File: src/rtl/keypad_scan_onehot_if.sv
// Keypad-side bundle of keypad_scan_onehot: row sense, column drive and the committed
// one-hot code with its press/release strobes.
interface keypad_scan_onehot_if;
    logic [3:0]  row_in;
    logic [3:0]  col_out;
    logic [15:0] onehot;
    logic        key_press;
    logic        key_release;

    modport master (
        output row_in,
        input  col_out,
        input  onehot,
        input  key_press,
        input  key_release
    );

    modport slave (
        input  row_in,
        output col_out,
        output onehot,
        output key_press,
        output key_release
    );
endinterface

File: src/rtl/keypad_scan_onehot.sv
// 4x4 matrix keypad scanner with frame debounce and one-hot key code output.
// Optional macro KEYPAD_GHOST_REJECT_EN: multi-key frames reduce to "no key" instead of lowest bit.
module keypad_scan_onehot #(
    parameter int CLK_HZ         = 50_000_000,
    parameter int SCAN_DIV       = 50_000,
    parameter int DEBOUNCE_SCANS = 8
) (
    input  logic               clk,
    input  logic               RSTn,
    keypad_scan_onehot_if.slave kp
);
    localparam int SLOT_W  = $clog2(SCAN_DIV);
    localparam int MATCH_W = $clog2(DEBOUNCE_SCANS);
    localparam logic [SLOT_W-1:0]  SLOT_LAST = SLOT_W'(SCAN_DIV - 1);
    localparam logic [MATCH_W-1:0] MATCH_MAX = MATCH_W'(DEBOUNCE_SCANS - 1);

    if ((CLK_HZ < 1) || (SCAN_DIV < 4) || (DEBOUNCE_SCANS < 2)) begin : g_bad_cfg
        $error("keypad_scan_onehot: invalid parameter set");
    end

    logic [3:0]         row_meta_r;
    logic [3:0]         row_sync_r;
    logic [3:0]         rows_s;
    logic [SLOT_W-1:0]  slot_cnt_r;
    logic [1:0]         col_idx_r;
    logic [1:0]         col_next_s;
    logic [3:0]         col_out_r;
    logic [15:0]        raw_frame_r;
    logic [15:0]        frame_next_s;
    logic [15:0]        prev_frame_r;
    logic [MATCH_W-1:0] match_cnt_r;
    logic               commit_pend_r;
    logic [15:0]        reduced_s;
    logic [15:0]        onehot_r;
    logic               press_r;
    logic               release_r;
    logic               slot_last_s;
    logic               frame_done_s;
    logic               commit_s;

    function automatic logic [15:0] reduce_frame(input logic [15:0] f);
`ifdef KEYPAD_GHOST_REJECT_EN
        if ((f & (f - 16'd1)) != 16'd0) begin
            return 16'h0000;
        end else begin
            return f;
        end
`else
        return f & (~f + 16'd1);
`endif
    endfunction

    // Scan timing, frame assembly and commit decision.
    always_comb begin
        rows_s       = ~row_sync_r;
        slot_last_s  = (slot_cnt_r == SLOT_LAST);
        frame_done_s = slot_last_s && (col_idx_r == 2'd3);
        col_next_s   = col_idx_r + 2'd1;
        frame_next_s = raw_frame_r;
        for (int r = 0; r < 4; r++) begin
            frame_next_s[{2'(r), col_idx_r}] = rows_s[r];
        end
        reduced_s = reduce_frame(prev_frame_r);
        commit_s  = commit_pend_r && (match_cnt_r == MATCH_MAX) && (reduced_s != onehot_r);
    end

    // Two-flop synchronizer on the asynchronous row pins.
    always_ff @(posedge clk or negedge RSTn) begin
        if (!RSTn) begin
            row_meta_r <= 4'hF;
            row_sync_r <= 4'hF;
        end else begin
            row_meta_r <= kp.row_in;
            row_sync_r <= row_meta_r;
        end
    end

    // Column slot counter and registered column drive.
    always_ff @(posedge clk or negedge RSTn) begin
        if (!RSTn) begin
            slot_cnt_r <= '0;
            col_idx_r  <= 2'd0;
            col_out_r  <= 4'b1110;
        end else if (slot_last_s) begin
            slot_cnt_r <= '0;
            col_idx_r  <= col_next_s;
            col_out_r  <= ~(4'b0001 << col_next_s);
        end else begin
            slot_cnt_r <= slot_cnt_r + SLOT_W'(1);
        end
    end

    // Raw frame capture at the end of each column slot.
    always_ff @(posedge clk or negedge RSTn) begin
        if (!RSTn) begin
            raw_frame_r <= 16'h0000;
        end else if (slot_last_s) begin
            raw_frame_r <= frame_next_s;
        end else begin
            raw_frame_r <= raw_frame_r;
        end
    end

    // Frame-to-frame debounce; match count saturates so a held key keeps qualifying.
    always_ff @(posedge clk or negedge RSTn) begin
        if (!RSTn) begin
            prev_frame_r  <= 16'h0000;
            match_cnt_r   <= '0;
            commit_pend_r <= 1'b0;
        end else begin
            commit_pend_r <= frame_done_s;
            if (frame_done_s) begin
                prev_frame_r <= frame_next_s;
                if (frame_next_s != prev_frame_r) begin
                    match_cnt_r <= '0;
                end else if (match_cnt_r != MATCH_MAX) begin
                    match_cnt_r <= match_cnt_r + MATCH_W'(1);
                end else begin
                    match_cnt_r <= match_cnt_r;
                end
            end else begin
                prev_frame_r <= prev_frame_r;
                match_cnt_r  <= match_cnt_r;
            end
        end
    end

    // Committed code and single-cycle strobes, updated together.
    always_ff @(posedge clk or negedge RSTn) begin
        if (!RSTn) begin
            onehot_r  <= 16'h0000;
            press_r   <= 1'b0;
            release_r <= 1'b0;
        end else if (commit_s) begin
            onehot_r  <= reduced_s;
            press_r   <= (reduced_s != 16'h0000);
            release_r <= (reduced_s == 16'h0000);
        end else begin
            onehot_r  <= onehot_r;
            press_r   <= 1'b0;
            release_r <= 1'b0;
        end
    end

    assign kp.col_out     = col_out_r;
    assign kp.onehot      = onehot_r;
    assign kp.key_press   = press_r;
    assign kp.key_release = release_r;
endmodule

File: src/flat_wrapper.sv
// flat-port wrapper written by rule: the top's interface ports become plain ports
module keypad_scan_onehot_flat 
#(
    parameter int CLK_HZ         = 50_000_000,
    parameter int SCAN_DIV       = 50_000,
    parameter int DEBOUNCE_SCANS = 8
)
  (clk, RSTn, kp_row_in, kp_col_out, kp_onehot, kp_key_press, kp_key_release);
  keypad_scan_onehot_if kp_i ();
  input  logic clk;
  input  logic RSTn;
  input wire logic [$bits(kp_i.row_in)-1:0] kp_row_in;
  output wire logic [$bits(kp_i.col_out)-1:0] kp_col_out;
  output wire logic [$bits(kp_i.onehot)-1:0] kp_onehot;
  output wire logic [$bits(kp_i.key_press)-1:0] kp_key_press;
  output wire logic [$bits(kp_i.key_release)-1:0] kp_key_release;
  assign kp_i.row_in = kp_row_in;
  assign kp_col_out = kp_i.col_out;
  assign kp_onehot = kp_i.onehot;
  assign kp_key_press = kp_i.key_press;
  assign kp_key_release = kp_i.key_release;
  keypad_scan_onehot #(.CLK_HZ(CLK_HZ), .SCAN_DIV(SCAN_DIV), .DEBOUNCE_SCANS(DEBOUNCE_SCANS)) u_core (.clk(clk), .RSTn(RSTn), .kp(kp_i));
endmodule
File: config.mk
export PLATFORM = sky130hd
export DESIGN_NAME = keypad_scan_onehot_flat
export DESIGN_NICKNAME = d
export VERILOG_FILES = /design/src/rtl/keypad_scan_onehot_if.sv /design/src/rtl/keypad_scan_onehot.sv /design/src/flat_wrapper.sv
export SDC_FILE = /design/constraint.sdc
export NUM_CORES = 1
export LEC_CHECK = 0
export ABC_AREA = 1
export CORE_MARGIN = 2
export CORE_UTILIZATION = 45
export CTS_BUF_LIST = sky130_fd_sc_hd__clkbuf_16
export CTS_CLUSTER_SIZE = 8
export DETAILED_ROUTE_END_ITERATION = 8
export GPL_TIMING_DRIVEN = 0
export PLACE_DENSITY_LB_ADDON = 0.2
export SYNTH_ARGS = -nofsm -noshare
export SYNTH_HDL_FRONTEND = slang
export SYNTH_SLANG_ARGS = --single-unit
File: constraint.sdc
create_clock -name clk -period 2.4 [get_ports clk]
set_input_delay 0.48 -clock clk [delete_from_list [all_inputs] [get_ports clk]]
set_output_delay 0.48 -clock clk [all_outputs]
set_load 0.01 [all_outputs]
Yosys cells after proc, flatten, opt, wreduce, memory -nomap -nowiden
Cells that the tools add are included.
Word-level totals
  register bits after elaboration: 84
  output and inout port bits: 22
  bits of input ports: 6
  word-level logic and storage cells: 63
Cells by class
  bitwise operators: 4
  equality and inequality tests: 6
  add/sub/neg operators: 4
  reduce and logical (&&, ||, !) cells: 11
  shift-type cells: 1
  order comparisons: 8
  multiplexer cells: 17
Operators with widths (number)
  16-bit bitwise mux: 4
  16-bit by 1-bit adder with 16-bit output, second input constant: 2
  16-bit != test: 2
  16-bit bitwise AND: 1
  16-bit == test, second input constant: 1
  16-bit zero test: 1
  16-bit 2-to-1 mux: 1
  16-bit NOT: 1
  16-bit nonzero test: 1
  4-bit by 5-bit < comparator with 1-bit output, second input constant: 2
  1-bit demux with 2-bit select: 4
  4-bit by 1-bit >= comparator with 1-bit output, second input constant: 2
  4-bit NOT: 2
  1-bit logical AND: 7
  1-bit 2-to-1 mux: 6
  3-bit 2-to-1 mux: 2
  2-bit by 5-bit < comparator with 1-bit output, second input constant: 1
  3-bit by 5-bit < comparator with 1-bit output, second input constant: 1
  1-bit by 2-bit << shifter with 4-bit output, first input constant: 1
  3-bit by 1-bit adder with 3-bit output, second input constant: 1
  3-bit == test, second input constant: 1
  3-bit by 1-bit >= comparator with 1-bit output, second input constant: 1
  3-bit != test, second input constant: 1
  2-bit by 1-bit adder with 2-bit output, second input constant: 1
  other kinds (4): 4

Longest topological paths before layout
Gate-level depths: netlist of run 1.
  depth after elaboration: 11
  depth in mapped cells: 16
  depth with buffers taken out: 14

Worst setup path after synthesis of run 1
No wires, ideal clock.
  path kind: reg2reg
  from: reg u_core.col_idx_r[0]
  to: reg u_core.match_cnt_r[0]
  buffers on the path: 1
  setup time: 66 ps
  clock period less this slack: 1831 ps
  setup slack: 569 ps
  arrival: 1766 ps
  cell stages (with the launch flop): 12
  cell sequence: dfrtp_1 > inv_1 > ha_1 > clkbuf_1 > o21ai_0 > xor2_1 > nand2_1 > nor2_1 > nand2_1 > nor2_1 > nand4_1 > nand2_1
Between the ends
  longest elaborated chain between the ends: 11
  elaborated cells between the ends (all ways): 30
  those cells by class: order compare: 8; eq/ne: 2; mux: 13; reduce/logical: 7
RTL lines
  start, declared: RTL line keypad_scan_onehot.sv:25  | logic [1:0] col_idx_r;
  start signal, assigned: RTL line keypad_scan_onehot.sv:86  | col_idx_r <= col_next_s;
  2-bit by 5-bit < comparator with 1-bit output (not written as such) or 2-bit by 1-bit >= comparator with 1-bit output (tied branches): RTL line keypad_scan_onehot.sv:61  | frame_next_s[{2'(r), col_idx_r}] = rows_s[r];
  1-bit logical AND (not written as such): RTL line keypad_scan_onehot.sv:61
  1-bit 2-to-1 mux (not written as such): RTL line keypad_scan_onehot.sv:61
  1-bit demux with 2-bit select
  16-bit bitwise mux (4 in a row): RTL line keypad_scan_onehot.sv:61
  16-bit != test: RTL line keypad_scan_onehot.sv:114  | if (frame_next_s != prev_frame_r) begin
  2-bit nonzero test (no line)
  2-bit AND reduction (no line)
  end signal, assigned: RTL line keypad_scan_onehot.sv:117  | match_cnt_r <= match_cnt_r + MATCH_W'(1);
  end signal, assigned: RTL line keypad_scan_onehot.sv:119  | match_cnt_r <= match_cnt_r;
  end signal, assigned: RTL line keypad_scan_onehot.sv:123  | match_cnt_r <= match_cnt_r;
  end, declared: RTL line keypad_scan_onehot.sv:31  | logic [MATCH_W-1:0] match_cnt_r;
Parallel ways exist; a longest one is shown, timed or not.
A chain may end at the register's enable or synchronous reset.

Final worst setup path of run 1
  from: reg u_core.slot_cnt_r[0]
  to: reg u_core.slot_cnt_r[9]
Between the ends
  longest elaborated chain between the ends: 2
  elaborated cells between the ends (all ways): 3
  those cells by class: add/sub: 1; eq/ne: 1; mux: 1
RTL lines
  start, declared: RTL line keypad_scan_onehot.sv:24  | logic [SLOT_W-1:0] slot_cnt_r;
  start signal, assigned: RTL line keypad_scan_onehot.sv:89  | slot_cnt_r <= slot_cnt_r + SLOT_W'(1);
  16-bit by 1-bit adder with 16-bit output or 16-bit == test (tied branches): RTL line keypad_scan_onehot.sv:89, keypad_scan_onehot.sv:56
  16-bit 2-to-1 mux (*): RTL line keypad_scan_onehot.sv:84  | end else if (slot_last_s) begin
Mark *: on every way between the ends. The rest lies on a longest branch, timed or not.

==> flow_summary.ini, run 1 <==
[clocking]
clkTransAtPathRegs_ns = 0.06
cts_tree = done
clockBufferDepth = 2
cts-buffers-inserted = 9
cts_hold_buf = 0
clk_latency_ns = 0.33
cts_sinks = 84
cts_max_level = 3
root_buffer = clkbuf_16

[worst_setup_path]
critPathLaunch = u_core.slot_cnt_r[0]
ff2ff_setup_slack_ns = 0.23
crit_buf_inv = 2
crit_fanout = 10
r2r-start = u_core.slot_cnt_r[0]
critPathSlowestCell = dfrtp_1
cp_slowest_stage_delay_ns = 0.41
path_cells = ha_1 -> nand3_1 -> nor3_1 -> nand2_1 -> clkbuf_1 -> clkinvlp_4 -> a21oi_1 -> o21a_1
cp.required_ns = 2.67
cp_top_family = buffers and inverters
start_kind = flop
critical_path_class = reg -> reg
critPathArrivalTime_ns = 2.45
cp-end-kind = flop

[timing]
period_minus_slack_ns = 2.174
timing.fmax_ghz = 0.4600
clock_skew_ns = 0.004835
maxSlewViolCount = 0
rsz0062_at_grt = no
worst_slew_pin_slew_ns = 0.4915
slew_headroom = 0.6723
hold_viol_final = 0
period_share = 0.9058
setup_viol = 0

[placed_design]
postPlaceCellArea_sq_um = 4908
gp_congestion = 0.8351
hpwl_um = 6951
place_inst = 738
port_buffers = 27

[yosys]
synthAdderAreaFrac = 0.02251
ys_warn_count = 0
syn-cell-area_sq_um = 4447
synth.area.top_cells = dfrtp_1 41%, nand2_1 16%, dfstp_2 6.5%
yosys.area_share.simple = 0.3202
syn_area_per_cell_sq_um = 7.707
synth_compound_area_frac = 0.07034
yosysSeqAreaShare = 0.4758
syn_nets = 591
synthMuxAreaShare = 0
synthDistinctLibCells = 33
yosysTopAreaCell = dfrtp_1
synth_top_family_by_area = simple AND/OR/NAND/NOR gates
synth_xor_area_frac = 0.03742
ys_ff_latch = 84
synth_top_area_frac = 0.4108
synthCells = 577

[route]
ant_nets = 0
drc = 0
first_pass_iters = 4
routedWlPerCell_um = 12.50
vias_per_cell = 4.976
vias = 3737
drt_iter0_drc = 237
wl_um = 9385

[floorplanning]
start_util = 0.4592
core_region_area_sq_um = 9684
pin_count = 28
fp.dieW_um = 103.4
fp.dieH_um = 103.4
die-area_sq_um = 10690
rows = 36

[final_layout]
fin_area_sq_um = 5196
diodes = 0
nets = 627
area_growth_pct = 16.85
instances_no_fill = 751
drive_above_1_share = 0.08900
fillCellCount = 921

[power_and_ir_drop]
leakage_nw = 2.693
power_density_nw_per_um2 = 544.9
p_total_mw = 2.832
ir_worst_vdd_mv = 0.3088

[outcome]
status = complete, no violations

[worst_hold_path]
hp-class = in -> async

[run]
drv_cap = 0

[grt]
antenna_found_initial = 0
grt_util_all_layers = 0.1983
grt-ovfl-total = 0
grt_pass1_vias = 3635
grt_max_degree = 65
grt_pass1_wl_um = 16500
-- state kept, by name (all words and copies together), names as in the netlist --
name                   cells
u_core.col_idx_r           2
u_core.kp.col_out          4
u_core.kp.key_press        1
u_core.slot_cnt_r         16
u_core.kp.onehot          16
u_core.row_meta_r          4
u_core.raw_frame_r        16
u_core.kp.key_release      1
u_core.match_cnt_r         3
u_core.commit_pend_r       1
u_core.prev_frame_r       16
u_core.row_sync_r          4
-- power by group --
group	switching [mW]	internal, mW
Combinational	0.0402	0.0185
Clock	0.546	0.793
Sequential	0.00564	1.43
Total	0.591	2.24
-- final cells by class --
| type | count | area [sq um] | area share |
|---|---|---|---|
| clock inverters | 7 | 60.06 | 0.01156 |
| clock buffers | 9 | 225.2 | 0.04334 |
| plain buffers | 11 | 57.56 | 0.01108 |
| well taps | 133 | 166.4 | 0.03203 |
| repair buffers | 28 | 295.3 | 0.05683 |
| inverters | 69 | 262.8 | 0.05057 |
| flip-flops and latches | 84 | 2116 | 0.4072 |
| multi-input cells | 410 | 2013 | 0.3874 |
-- worst reg2reg max path: cells and delay by family (launching register included) --
family / cells / cell delay (ns)
and+or+nand+nor: 3 / 0.39
DFF: 1 / 0.41
AOI/OAI and AO/OA: 2 / 0.32
adders and majority gates: 1 / 0.24
buffers and inverters: 2 / 0.77
-- routing by layer --
metal / wire length, um / GRT usage
met1: 4580 / 0.2685
met2: 4408 / 0.3226
met3: 300 / 0.03831
met4: 96 / 0.06275
met5: 0 / 0
-- cell usage after synthesis --
cell      number
dfstp_2       11
buf_4          1
o21ai_1        5
nor2_1        47
nor4_1         4
or2_2          6
nand2_4        3
inv_1         67
buf_2          1
xnor2_1        1
o21ai_0       46
ha_1           8
nor3_1         7
nor2_4         4
nand2_2        2
nand2_1      184
nand4_1       12
o211ai_1       1
nand3_1       41
xor2_1        18
nor2b_1        1
nor2_2         5
dfrtp_1       73
a31o_2         1
buf_8          1
a31oi_1        2
o21a_1         1
a21oi_1        3
clkinv_1       2
clkbuf_1      11
o22ai_1        1
nand3b_1       5
and3_1         2
-- final timing paths --
kind / end / depth (start not counted)
setup / recovery: u_core.slot_cnt_r[9] / 8
hold reg to reg: u_core.row_sync_r[2] / 0
setup reg to reg: u_core.slot_cnt_r[9] / 8
min in group clk: u_core.row_sync_r[2] / 0
max in group asynchronous: u_core.row_sync_r[2] / 2
hold / removal: u_core.kp.onehot[4] / 1
-- per-stage QoR --
stage / hold slack [ns] / utilization / setup TNS, ns / setup slack, ns
after global placement: 0.3452 / 0.5043 / -174.71 / -2.218
final: 0.03654 / 0.5366 / 0 / 0.2261
after detailed placement: 0.3468 / 0.5068 / 0 / 0.1096
after global routing: 0.04679 / 0.5366 / 0 / 0.006746
after CTS: 0.03845 / 0.5363 / 0 / 0.08598
after floorplan: 0.1844 / - / 0 / 0.5687
-- timing repair --
action / in CTS / in global routing
resized for setup: 0 / 6
setup endpoints to repair: 0 / 5
setup buffers: 0 / 0
-- placed cells by master, fill, tap and decap left out, types with 2 or more instances in the layout --
master | netlist | layout
clkbuf_16 | 0 | 9
o21ai_1 | 5 | 7
nand3b_1 | 5 | 5
clkdlybuf4s50_1 | 0 | 26
clkinvlp_4 | 0 | 2
xor2_1 | 18 | 18
inv_1 | 67 | 69
nor2_2 | 5 | 5
clkbuf_1 | 11 | 8
nor3_1 | 7 | 6
buf_4 | 1 | 2
ha_2 | 0 | 2
or2_2 | 6 | 6
nor2_4 | 4 | 4
nand3_1 | 41 | 41
nor4_1 | 4 | 4
dfstp_2 | 11 | 11
ha_1 | 8 | 6
nor2_1 | 47 | 47
nand2_1 | 184 | 184
nand2_2 | 2 | 2
nand2_4 | 3 | 3
o21ai_0 | 46 | 44
clkinv_2 | 0 | 3
nand4_1 | 12 | 12
dfrtp_1 | 73 | 73
a31oi_1 | 2 | 2
and3_1 | 2 | 2
a21oi_1 | 3 | 3
-- cell families (layout without fill, tap and decap cells) --
group / count (synthesis) / after routing
DFF: 84 / 84
xor gates and xnor gates: 19 / 19
and+or+nand+nor: 323 / 323
AOI/OAI and AO/OA: 60 / 60
buffers and inverters: 83 / 124
adders and majority gates: 8 / 8
Note: power is estimated with default switching activity, not from simulation.
==> run 2: changes to the inputs <==
--- a/config.mk
+++ b/config.mk
@@ -11,8 +11,10 @@
 export CTS_BUF_LIST = sky130_fd_sc_hd__clkbuf_16
 export CTS_CLUSTER_SIZE = 8
 export DETAILED_ROUTE_END_ITERATION = 8
+export GPL_ROUTABILITY_DRIVEN = 0
 export GPL_TIMING_DRIVEN = 0
 export PLACE_DENSITY_LB_ADDON = 0.2
 export SYNTH_ARGS = -nofsm -noshare
 export SYNTH_HDL_FRONTEND = slang
 export SYNTH_SLANG_ARGS = --single-unit
+export TNS_END_PERCENT = 5
==> results of run 2 <==
Final layout, timing and power as in run 1 (identical DEF).
==> run 3: changes to the inputs <==
--- a/config.mk
+++ b/config.mk
@@ -5,7 +5,6 @@
 export SDC_FILE = /design/constraint.sdc
 export NUM_CORES = 1
 export LEC_CHECK = 0
-export ABC_AREA = 1
 export CORE_MARGIN = 2
 export CORE_UTILIZATION = 45
 export CTS_BUF_LIST = sky130_fd_sc_hd__clkbuf_16
@@ -13,6 +12,7 @@
 export DETAILED_ROUTE_END_ITERATION = 8
 export GPL_ROUTABILITY_DRIVEN = 0
 export GPL_TIMING_DRIVEN = 0
+export HOLD_SLACK_MARGIN = 0.05
 export PLACE_DENSITY_LB_ADDON = 0.2
 export SYNTH_ARGS = -nofsm -noshare
 export SYNTH_HDL_FRONTEND = slang
==> flow_summary.ini, run 3 <==
[outcome]
status = finished with violations
violations = negative setup slack

[floorplanning]
start_util = 0.4582
fp.dieH_um = 100.3
rows = 35
fp.dieW_um = 100.3
pin_count = 28
die-area_sq_um = 10060
core_region_area_sq_um = 9109

[worst_setup_path]
cp_common_cell = nor4_4
cp-end-kind = flop
critical_path_class = reg -> reg
critPathArrivalTime_ns = 2.80
critPathSlowestCell = dfrtp_1
cp.required_ns = 2.62
crit_fanout = 6
start_kind = flop
path_cells = buf_6 -> nor4_4 -> buf_4 -> and3_4 -> nand4b_4 -> xnor2_2 -> nor4_4 -> a31oi_4 -> buf_8 -> mux2_4
cp_slowest_stage_delay_ns = 0.37

[timing]
period_minus_slack_ns = 2.579
slew_headroom = 0.6924
rsz0062_at_grt = yes
period_share = 1.074
worst_slew_pin_slew_ns = 0.4542
fin_ws_ns = -0.1788
hold_viol_final = 0
maxSlewViolCount = 0
timing.fmax_ghz = 0.3878
setup_viol = 16
clock_skew_ns = 0.008951

[clocking]
clk_latency_ns = 0.33
cts_sinks = 84
clockBufferDepth = 2
root_buffer = clkbuf_16
clkTransAtPathRegs_ns = 0.06
cts-buffers-inserted = 9
cts_tree = done
cts_max_level = 3

[route]
drc = 0
routedWlPerCell_um = 14.27
drt_iter0_drc = 119
ant_nets = 0
first_pass_iters = 4
wl_um = 8376
vias = 3021
vias_per_cell = 5.147

[yosys]
synthCells = 409
yosysMostFrequentCell = dfrtp_1
synth.area.top_cells = dfrtp_1 44%, dfstp_2 6.9%, nand2_1 5.8%
syn-cell-area_sq_um = 4174
synth_edf_count = 0
syn_nets = 423
synth_top_area_frac = 0.4376
synth_flop_cell = dfrtp_1
ys_warn_count = 0
ys_ff_latch = 84
syn_area_per_cell_sq_um = 10.21
yosysTopAreaCell = dfrtp_1
yosysSeqAreaShare = 0.5069
synthDistinctLibCells = 49
ys_async_sr_fraction = 1.000
synthTopCellsByCount = 73 x dfrtp_1, 64 x nand2_1, 45 x o21ai_0, 24 x nor2_1, 20 x xor2_1

[placed_design]
port_buffers = 27
post-place-ws_ns = -0.5803
hpwl_um = 5835
place_inst = 548

[grt]
grt_pass1_vias = 2914
grt_pass1_wl_um = 14110
grt-ovfl-total = 0
grt_max_degree = 71
antenna_found_initial = 0
grt_util_all_layers = 0.1798

[final_layout]
layout_commonest_cell = dfrtp_1
final_util = 0.5771
instances_no_fill = 587
final_cell_mix = 70 x dfrtp_1, 63 x nand2_1, 44 x o21ai_0, 26 x clkdlybuf4s50_1
fillCellCount = 762
diodes = 0
nets = 485
area_growth_pct = 25.93
drive_above_1_share = 0.2164

[run]
drv_cap = 0

[power_and_ir_drop]
leakage_nw = 2.302
power_density_nw_per_um2 = 543.1
ir_worst_vdd_mv = 0.3964

[worst_hold_path]
hp-class = reg -> reg
-- run 3: cell families (layout without fill, tap and decap cells) --
family / Yosys count / in the layout / share of synthesized area
compound gates: 63 / 63 / 0.08633
xor+xnor: 35 / 35 / 0.07524
mux: 28 / 28 / 0.07194
simple gates: 154 / 154 / 0.1927
flops: 84 / 84 / 0.5069
buf+inv: 37 / 104 / 0.04286
fa+ha+maj: 8 / 8 / 0.02398
-- run 3: where the power goes --
group / switching (mW) / total, mW / internal, mW / leakage [nW]
clock: 0.561 / 1.36 / 0.802 / 0.147
combinational: 0.0368 / 0.0544 / 0.0177 / 1.04
sequential: 0.00794 / 1.44 / 1.43 / 1.12
total: 0.606 / 2.85 / 2.25 / 2.30
-- run 3: timing repair --
item                                   CTS  global route
resized for setup                       15            17
pin swaps                                7            11
cloned                                   0             1
hold buffers                             1             0
setup buffers                           11            14
endpoints found under the hold margin   14             0
setup endpoints to repair               22            29
-- run 3: stage by stage --
stage               hold slack [ns]   TNS, ns  area [sq um]  total power, mW
global placement             0.3469   -178.96          4596            1.510
global route                 0.3595    -4.202          5256            2.963
CTS                          0.3558    -1.366          5066            2.891
floorplan                    0.1844  -0.01834          4187            1.468
finish                       0.3554    -1.962          5256            2.855
detailed placement           0.3468    -5.396          4621            1.515
-- run 3: metal layers --
metal	track usage	part of all wire	up-vias
met5	0	0	-
met4	0.07271	0.022	0
met3	0.03691	0.027	12
met2	0.2999	0.50	44
met1	0.2292	0.45	1442
li1	-	-	1523
-- run 3: path summary, 6_finish.rpt --
path,startpoint,depth (start not counted),slack [ns],to
worst max-delay path,u_core.prev_frame_r[3],10,-0.18,u_core.kp.onehot[10]
min in group asynchronous,RSTn,2,0.55,u_core.kp.onehot[10]
worst max register to register,u_core.prev_frame_r[3],10,-0.18,u_core.kp.onehot[10]
worst min-delay path,u_core.row_meta_r[3],0,0.36,u_core.row_sync_r[3]
worst min register to register,u_core.row_meta_r[3],0,0.36,u_core.row_sync_r[3]
max in group asynchronous,RSTn,3,1.21,u_core.row_sync_r[3]
-- run 3: cell type report --
type | count | area (sq um) | area share
buffer | 16 | 106.4 | 0.02023
clock buffer | 9 | 225.2 | 0.04285
clock inverter | 7 | 68.82 | 0.01309
inverter | 17 | 63.81 | 0.01214
multi-input combinational | 288 | 1992 | 0.3790
sequential | 84 | 2120 | 0.4032
tap | 111 | 138.9 | 0.02642
timing repair buffer | 55 | 541.8 | 0.1031
-- run 3: worst max-delay path: cells and delay by family (launching register included) --
kind / cells / cell delay (ns)
AO/OA/AOI/OAI: 1 / 0.22
XOR/XNOR: 1 / 0.18
buffers and inverters: 3 / 0.50
flip-flops: 1 / 0.37
multiplexers: 1 / 0.28
AND/OR/NAND/NOR: 4 / 0.91
==> patch 1: new RTL, settings of run 3 <==
`DEBOUNCE_SCANS` is set to 8 in 2 places; all go to 4.
--- a/src/rtl/keypad_scan_onehot.sv
+++ b/src/rtl/keypad_scan_onehot.sv
@@ -4,5 +4,5 @@
     parameter int CLK_HZ         = 50_000_000,
     parameter int SCAN_DIV       = 50_000,
-    parameter int DEBOUNCE_SCANS = 8
+    parameter int DEBOUNCE_SCANS = 4
 ) (
     input  logic               clk,
--- a/src/flat_wrapper.sv
+++ b/src/flat_wrapper.sv
@@ -4,5 +4,5 @@
     parameter int CLK_HZ         = 50_000_000,
     parameter int SCAN_DIV       = 50_000,
-    parameter int DEBOUNCE_SCANS = 8
+    parameter int DEBOUNCE_SCANS = 4
 )
   (clk, RSTn, kp_row_in, kp_col_out, kp_onehot, kp_key_press, kp_key_release);
Behaviour: no difference found for any inputs over 10 cycles, from zero or initial values and one cycle with RSTn low; that may be too few to reach the edited logic, so the function may still have changed.
==> patch 1 against run 3 <==
  * Final cell count shrank 2.7%
  * The run still ends with setup timing left
  * Via count increased by 1.7%
  * Total power fell by 1.8%
  * Sequential share of layout area grew 1.1 points
  * Sequential cell count fell by 1
  * Critical path type unchanged
  * Final area is 3.6% lower
  * Area after synthesis down 2.8%
  * Critical path depth is 1 lower
  * Setup slack got worse by 72 ps
  * Routed wire length rose by 0.55%
==> patch 1: results (changes against run 3) <==
[run_status]
status=finished with violations
failed_checks=setup timing

[grt]
grt_start_max_net_pins=70  ; -1.4%
global_route_wire_length_before_repair_mm=14.1  ; -0.15%
grtUsageTotal_pct=18.0  ; +0.044 points
first_global_vias=2997  ; +2.8%

[placed_design]
dpl.hpwl_mm=5.73  ; -1.9%
place_inst=530  ; -3.3%
portBuffers=27  ; unchanged
dpl_cell_area_sq_mm=0.00449  ; -2.9%
dpl_worst_slack_ps=-592  ; -11.6 ps

[synth]
synth_top_cells_by_count=dfrtp_1 (72), nand2_1 (60), o21ai_0 (46), xnor2_1 (27), nor2_1 (19)
number_of_distinct_library_cells_after_synthesis=46  ; -6.1%
postSynth.asyncResetShare_pct=100  ; unchanged
post_synth_inst_count=394  ; -3.7%
synth.area.top_cells=dfrtp_1 (44%), dfstp_2 (7.1%), xnor2_1 (5.8%)
synth_fp_nets=407  ; -3.8%
synth_sequential_area_ratio_pct=51.5  ; +0.85 points
yosys_warnings=0  ; unchanged

[setup_path]
cp_max_fo=4  ; -2
arrival_ps=2870  ; +70 ps
crit_path_top_delay_cell=dfrtp_2
slowest_delay_ps=420  ; +50 ps
timing.critical_path.max_delay_family=simple AND/OR/NAND/NOR gates

[finish]
stdcell_count=571  ; -2.7%
post_route_cells_drive_above_1_share_pct=19.9  ; -1.8 points
final_layout_net_count=471  ; -2.9%

[power]
comb-power_mw=0.0541
report.power.total_mw=2.80  ; -1.8%
p_seq_share_pct=50.6  ; +0.3 points
power.static_leakage_nw=2.26  ; -2.0%
worst_ir_drop_vdd_mv=0.358  ; -9.6%
power.switching_fraction_pct=20.7  ; -0.54 points

[timing]
slew_violations=0  ; unchanged
finalSetupViolations=14  ; -2
setup_tns_after_final_layout_ps=-2790  ; -825 ps
finalWorstSetupSlack_ps=-251  ; -72.4 ps
clock_skew_ps=10.5  ; +1.52 ps
finalHoldWorstSlack_ps=356  ; +0.126 ps
timing.slew.headroom_pct=62.8  ; -6.4 points

[clock_network]
clk_transition_reported_paths_ps=60  ; about the same
h_tree_depth=3  ; unchanged

[route]
route.final.wire_length_mm=8.42  ; +0.55%
drtIter0Drc=124  ; +4.2%
route.detailed.vias_per_inst=5.38  ; +4.5%

[patch 1: worst paths after layout]
check,startpoint,to,depth (start not counted)
max,u_core.prev_frame_r[4],u_core.kp.onehot[3],9
min,u_core.row_meta_r[0],u_core.row_sync_r[0],0
max reg2reg,u_core.prev_frame_r[4],u_core.kp.onehot[3],9
min reg2reg,u_core.row_meta_r[0],u_core.row_sync_r[0],0
max in group asynchronous,RSTn,u_core.row_meta_r[2],3
min in group asynchronous,RSTn,u_core.kp.key_release,2
[patch 1: routing by layer]
metal  share of wire (%)  routed length [um]  GRT usage, %  vias up
li1                    -                   -             -     1482
met1                  43                3610          22.3     1490
met2                  51                4300          31.2       77
met3                 3.4                 283          2.77       22
met4                 2.6                 221          7.90        0
met5                   0                   0             0        -
[patch 1: repair_timing]
action,CTS,global route
setup endpoints to repair,16,21
pin swaps,9,3
setup buffers,24,4
resized for setup,24,4
endpoints found under the hold margin,14,0
hold buffers,1,0
gates cloned,0,0
[patch 1: cells by family (layout without fill, tap and decap cells)]
| kind of cell | Yosys count | after routing | share of synthesized area (%) |
|---|---|---|---|
| compound gates | 65 | 65 | 9.81 |
| xor+xnor | 37 | 37 | 7.99 |
| fa+ha+maj | 7 | 7 | 2.16 |
| buf+inv | 36 | 105 | 3.73 |
| flops | 83 | 83 | 51.5 |
| mux | 25 | 25 | 6.72 |
| simple gates | 141 | 141 | 18.0 |
[patch 1: area by class of cell]
class / instances / area, sq um
sequential: 83 / 2100
multi-input combinational: 275 / 1890
tap: 108 / 135
clock inverter: 7 / 61.3
clock buffer: 9 / 225
inverter: 17 / 63.8
buffer: 16 / 78.8
fill: 719 / 3650
timing repair buffer: 56 / 515
==> patch 2: new RTL, flow settings as in run 3 <==
Without the edit above. Reset style: synchronous (`RSTn`), changed in 5 clocked blocks. Comments in the files are not updated.
--- a/src/rtl/keypad_scan_onehot.sv
+++ b/src/rtl/keypad_scan_onehot.sv
@@ -66,5 +66,5 @@
 
     // Two-flop synchronizer on the asynchronous row pins.
-    always_ff @(posedge clk or negedge RSTn) begin
+    always_ff @(posedge clk) begin
         if (!RSTn) begin
             row_meta_r <= 4'hF;
@@ -77,5 +77,5 @@
 
     // Column slot counter and registered column drive.
-    always_ff @(posedge clk or negedge RSTn) begin
+    always_ff @(posedge clk) begin
         if (!RSTn) begin
             slot_cnt_r <= '0;
@@ -92,5 +92,5 @@
 
     // Raw frame capture at the end of each column slot.
-    always_ff @(posedge clk or negedge RSTn) begin
+    always_ff @(posedge clk) begin
         if (!RSTn) begin
             raw_frame_r <= 16'h0000;
@@ -103,5 +103,5 @@
 
     // Frame-to-frame debounce; match count saturates so a held key keeps qualifying.
-    always_ff @(posedge clk or negedge RSTn) begin
+    always_ff @(posedge clk) begin
         if (!RSTn) begin
             prev_frame_r  <= 16'h0000;
@@ -127,5 +127,5 @@
 
     // Committed code and single-cycle strobes, updated together.
-    always_ff @(posedge clk or negedge RSTn) begin
+    always_ff @(posedge clk) begin
         if (!RSTn) begin
             onehot_r  <= 16'h0000;
Behaviour: same outputs for any inputs over 10 cycles, from zero or initial values and one cycle with RSTn low; that may be too few to reach the edited logic, so the function may still have changed.
==> patch 2 against run 3 <==
  * The flow still finishes with violations (setup timing)
  * Area after synthesis decreased by 6.2%
  * Sequential share of layout area fell by 6.0 points
  * Clock power is 8% higher
  * Routed wire length increased by 6.0%
  * Sequential cell count unchanged
  * Count of clock-buffer cells in the layout is the same
  * Critical path depth fell by 1
  * Total power increased by 3.4%
  * Final area shrank 5.9%
  * Setup slack lost 6.0 ps
==> patch 2: results (changes against run 3) <==
[clock_network]
h_tree_depth=3  ; unchanged
clockBufferDepth=2  ; unchanged
clockRootBuffer=clkbuf_16
cts_inserted_buffers=9  ; unchanged
clock_latency_reported_for_the_late_side_of_the_worst_skew_pair_ps=330  ; about the same
clk_transition_reported_paths_ps=60  ; about the same

[synth]
synth_top_cells_by_count=dfxtp_1 (84), nor2_1 (63), nand2_1 (52), a21oi_1 (42)
post_synth.cell_area_avg_sq_um=8.33  ; -18%
yosys_warnings=0  ; unchanged
postSynth.asyncResetShare_pct=0  ; -100 points
number_of_distinct_library_cells_after_synthesis=55  ; +12%
synth.area.top_cells=dfxtp_1 (43%), nor2_1 (6.0%), xnor2_1 (5.8%)
postSynth.topFlopCell=dfxtp_1
synth_sequential_area_ratio_pct=42.9  ; -7.8 points
synth_fp_nets=484  ; +14%

[grt]
first_global_vias=3134  ; +7.5%
grtUsageTotal_pct=19.0  ; +1.1 points
initial_antenna_violation_count=0  ; unchanged
grt_start_max_net_pins=15  ; -79%
global_route_wire_length_before_repair_mm=14.8  ; +4.5%

[timing]
finalSetupViolations=16  ; unchanged
finalWorstSetupSlack_ps=-185  ; -5.97 ps
final-hold-violation-count=0  ; unchanged
timing.slew.headroom_pct=64.0  ; -5.2 points
clock_skew_ps=4.89  ; -4.07 ps

[route]
wl_per_cell_um=14.1  ; -1.4%
drtIter0Drc=122  ; +2.5%
route.detailed.vias_per_inst=5.34  ; +3.7%
route.final.wire_length_mm=8.88  ; +6.0%
drtPass1Iterations=4  ; unchanged

[placed_design]
dpl_worst_slack_ps=-461  ; +119 ps
portBuffers=27  ; unchanged
dpl.hpwl_mm=6.16  ; +5.5%
place_inst=605  ; +10%

[setup_path]
timing.reg2reg.worst_path_depth=9  ; -1
arrival_ps=2810  ; about the same
crit_path_top_delay_cell=or4_4
worstSetupStartpoint=u_core.prev_frame_r[5]
slowest_delay_ps=570  ; +200 ps
cp_max_fo=5  ; -1
critical_path.endpoint=u_core.kp.onehot[6]

[finish]
final_layout_net_count=532  ; +9.7%
n_fill_cell=796  ; +4.5%
num_antenna_cells=0  ; unchanged
post_route_cells_drive_above_1_share_pct=17.2  ; -4.4 points

[run_status]
failed_checks=setup timing
status=finished with violations

[power]
power.static_leakage_nw=1.79  ; -22%
worst_ir_drop_vdd_mv=0.377  ; -5.0%

[worst_hold_path]
min-delay-path-class=flop to flop

## patch 2: per-stage QoR
stage / utilization [%] / TNS, ps / cell area, sq um / power [mW]
after floorplan: - / -105 / 3940 / 1.48
after global placement: 50.5 / -11520 / 4340 / 1.51
after detailed placement: 50.5 / -12980 / 4340 / 1.51
after CTS: 55.8 / -1580 / 4790 / 2.98
after global routing: 57.6 / -3190 / 4950 / 3.05
final: 57.6 / -2140 / 4950 / 2.95
## patch 2: logic make-up (layout without fill, tap and decap cells)
family	count (synthesis)	after routing	synth area share [%]
AND/OR/NAND/NOR	200	200	25.8
AO/OA/AOI/OAI	101	101	16.0
flip-flops	84	84	42.9
buffers and inverters	41	94	4.63
XOR/XNOR	35	35	7.83
adder cells (fa/ha/maj)	8	8	2.56
multiplexers	1	1	0.256
## patch 2: timing repair
action                     in CTS  in global routing
hold buffers                    0                  0
cloned                          0                  0
pin swaps                      14                 23
setup buffers                   4                 15
resized for setup              33                 27
setup endpoints to repair      50                 50
## patch 2: cell type report
cell class	count	share of cell area [%]
Multi-Input combinational cell	345	45.1
Sequential cell	84	34.3
Timing Repair Buffer	46	8.42
Inverter	8	0.607
Clock buffer	9	4.55
Clock inverter	7	1.82
Buffer	24	2.50
Tap cell	108	2.73
## patch 2: power breakdown
| part | internal [mW] | switching, mW |
|---|---|---|
| combinational | 0.0289 | 0.0457 |
| sequential | 1.40 | 0.00393 |
| clock | 0.908 | 0.562 |
| total | 2.34 | 0.612 |
## patch 2: worst max-delay path: cells and delay by family, from the launching register on
kind	cells	cell delay, ps
simple gates	4	1320
flops	1	310
buf+inv	2	250
compound gates	3	590
## patch 2: worst min path at each step
stage | from | cells past startpoint | slack, ps | end
6_report | u_core.row_meta_r[3] | 1 | 410 | u_core.row_sync_r[3]
5_1_grt | u_core.row_meta_r[1] | 1 | 420 | u_core.row_sync_r[1]
3_5_place_dp | u_core.row_meta_r[3] | 1 | 400 | u_core.row_sync_r[3]
2_1_floorplan | u_core.row_meta_r[0] | 1 | 390 | u_core.row_sync_r[0]
3_3_place_gp | u_core.row_meta_r[3] | 1 | 390 | u_core.row_sync_r[3]
4_1_cts | u_core.row_meta_r[3] | 1 | 410 | u_core.row_sync_r[3]
## patch 2: per-layer routing
metal | wire length (um) | share of wire, % | track usage, % | vias up
met4 | 187 | 2.1 | 8.01 | 0
li1 | - | - | - | 1719
met1 | 4320 | 49 | 24.8 | 1566
met3 | 316 | 3.6 | 3.45 | 16
met2 | 4050 | 46 | 31.2 | 68
met5 | 0 | 0 | 0 | -
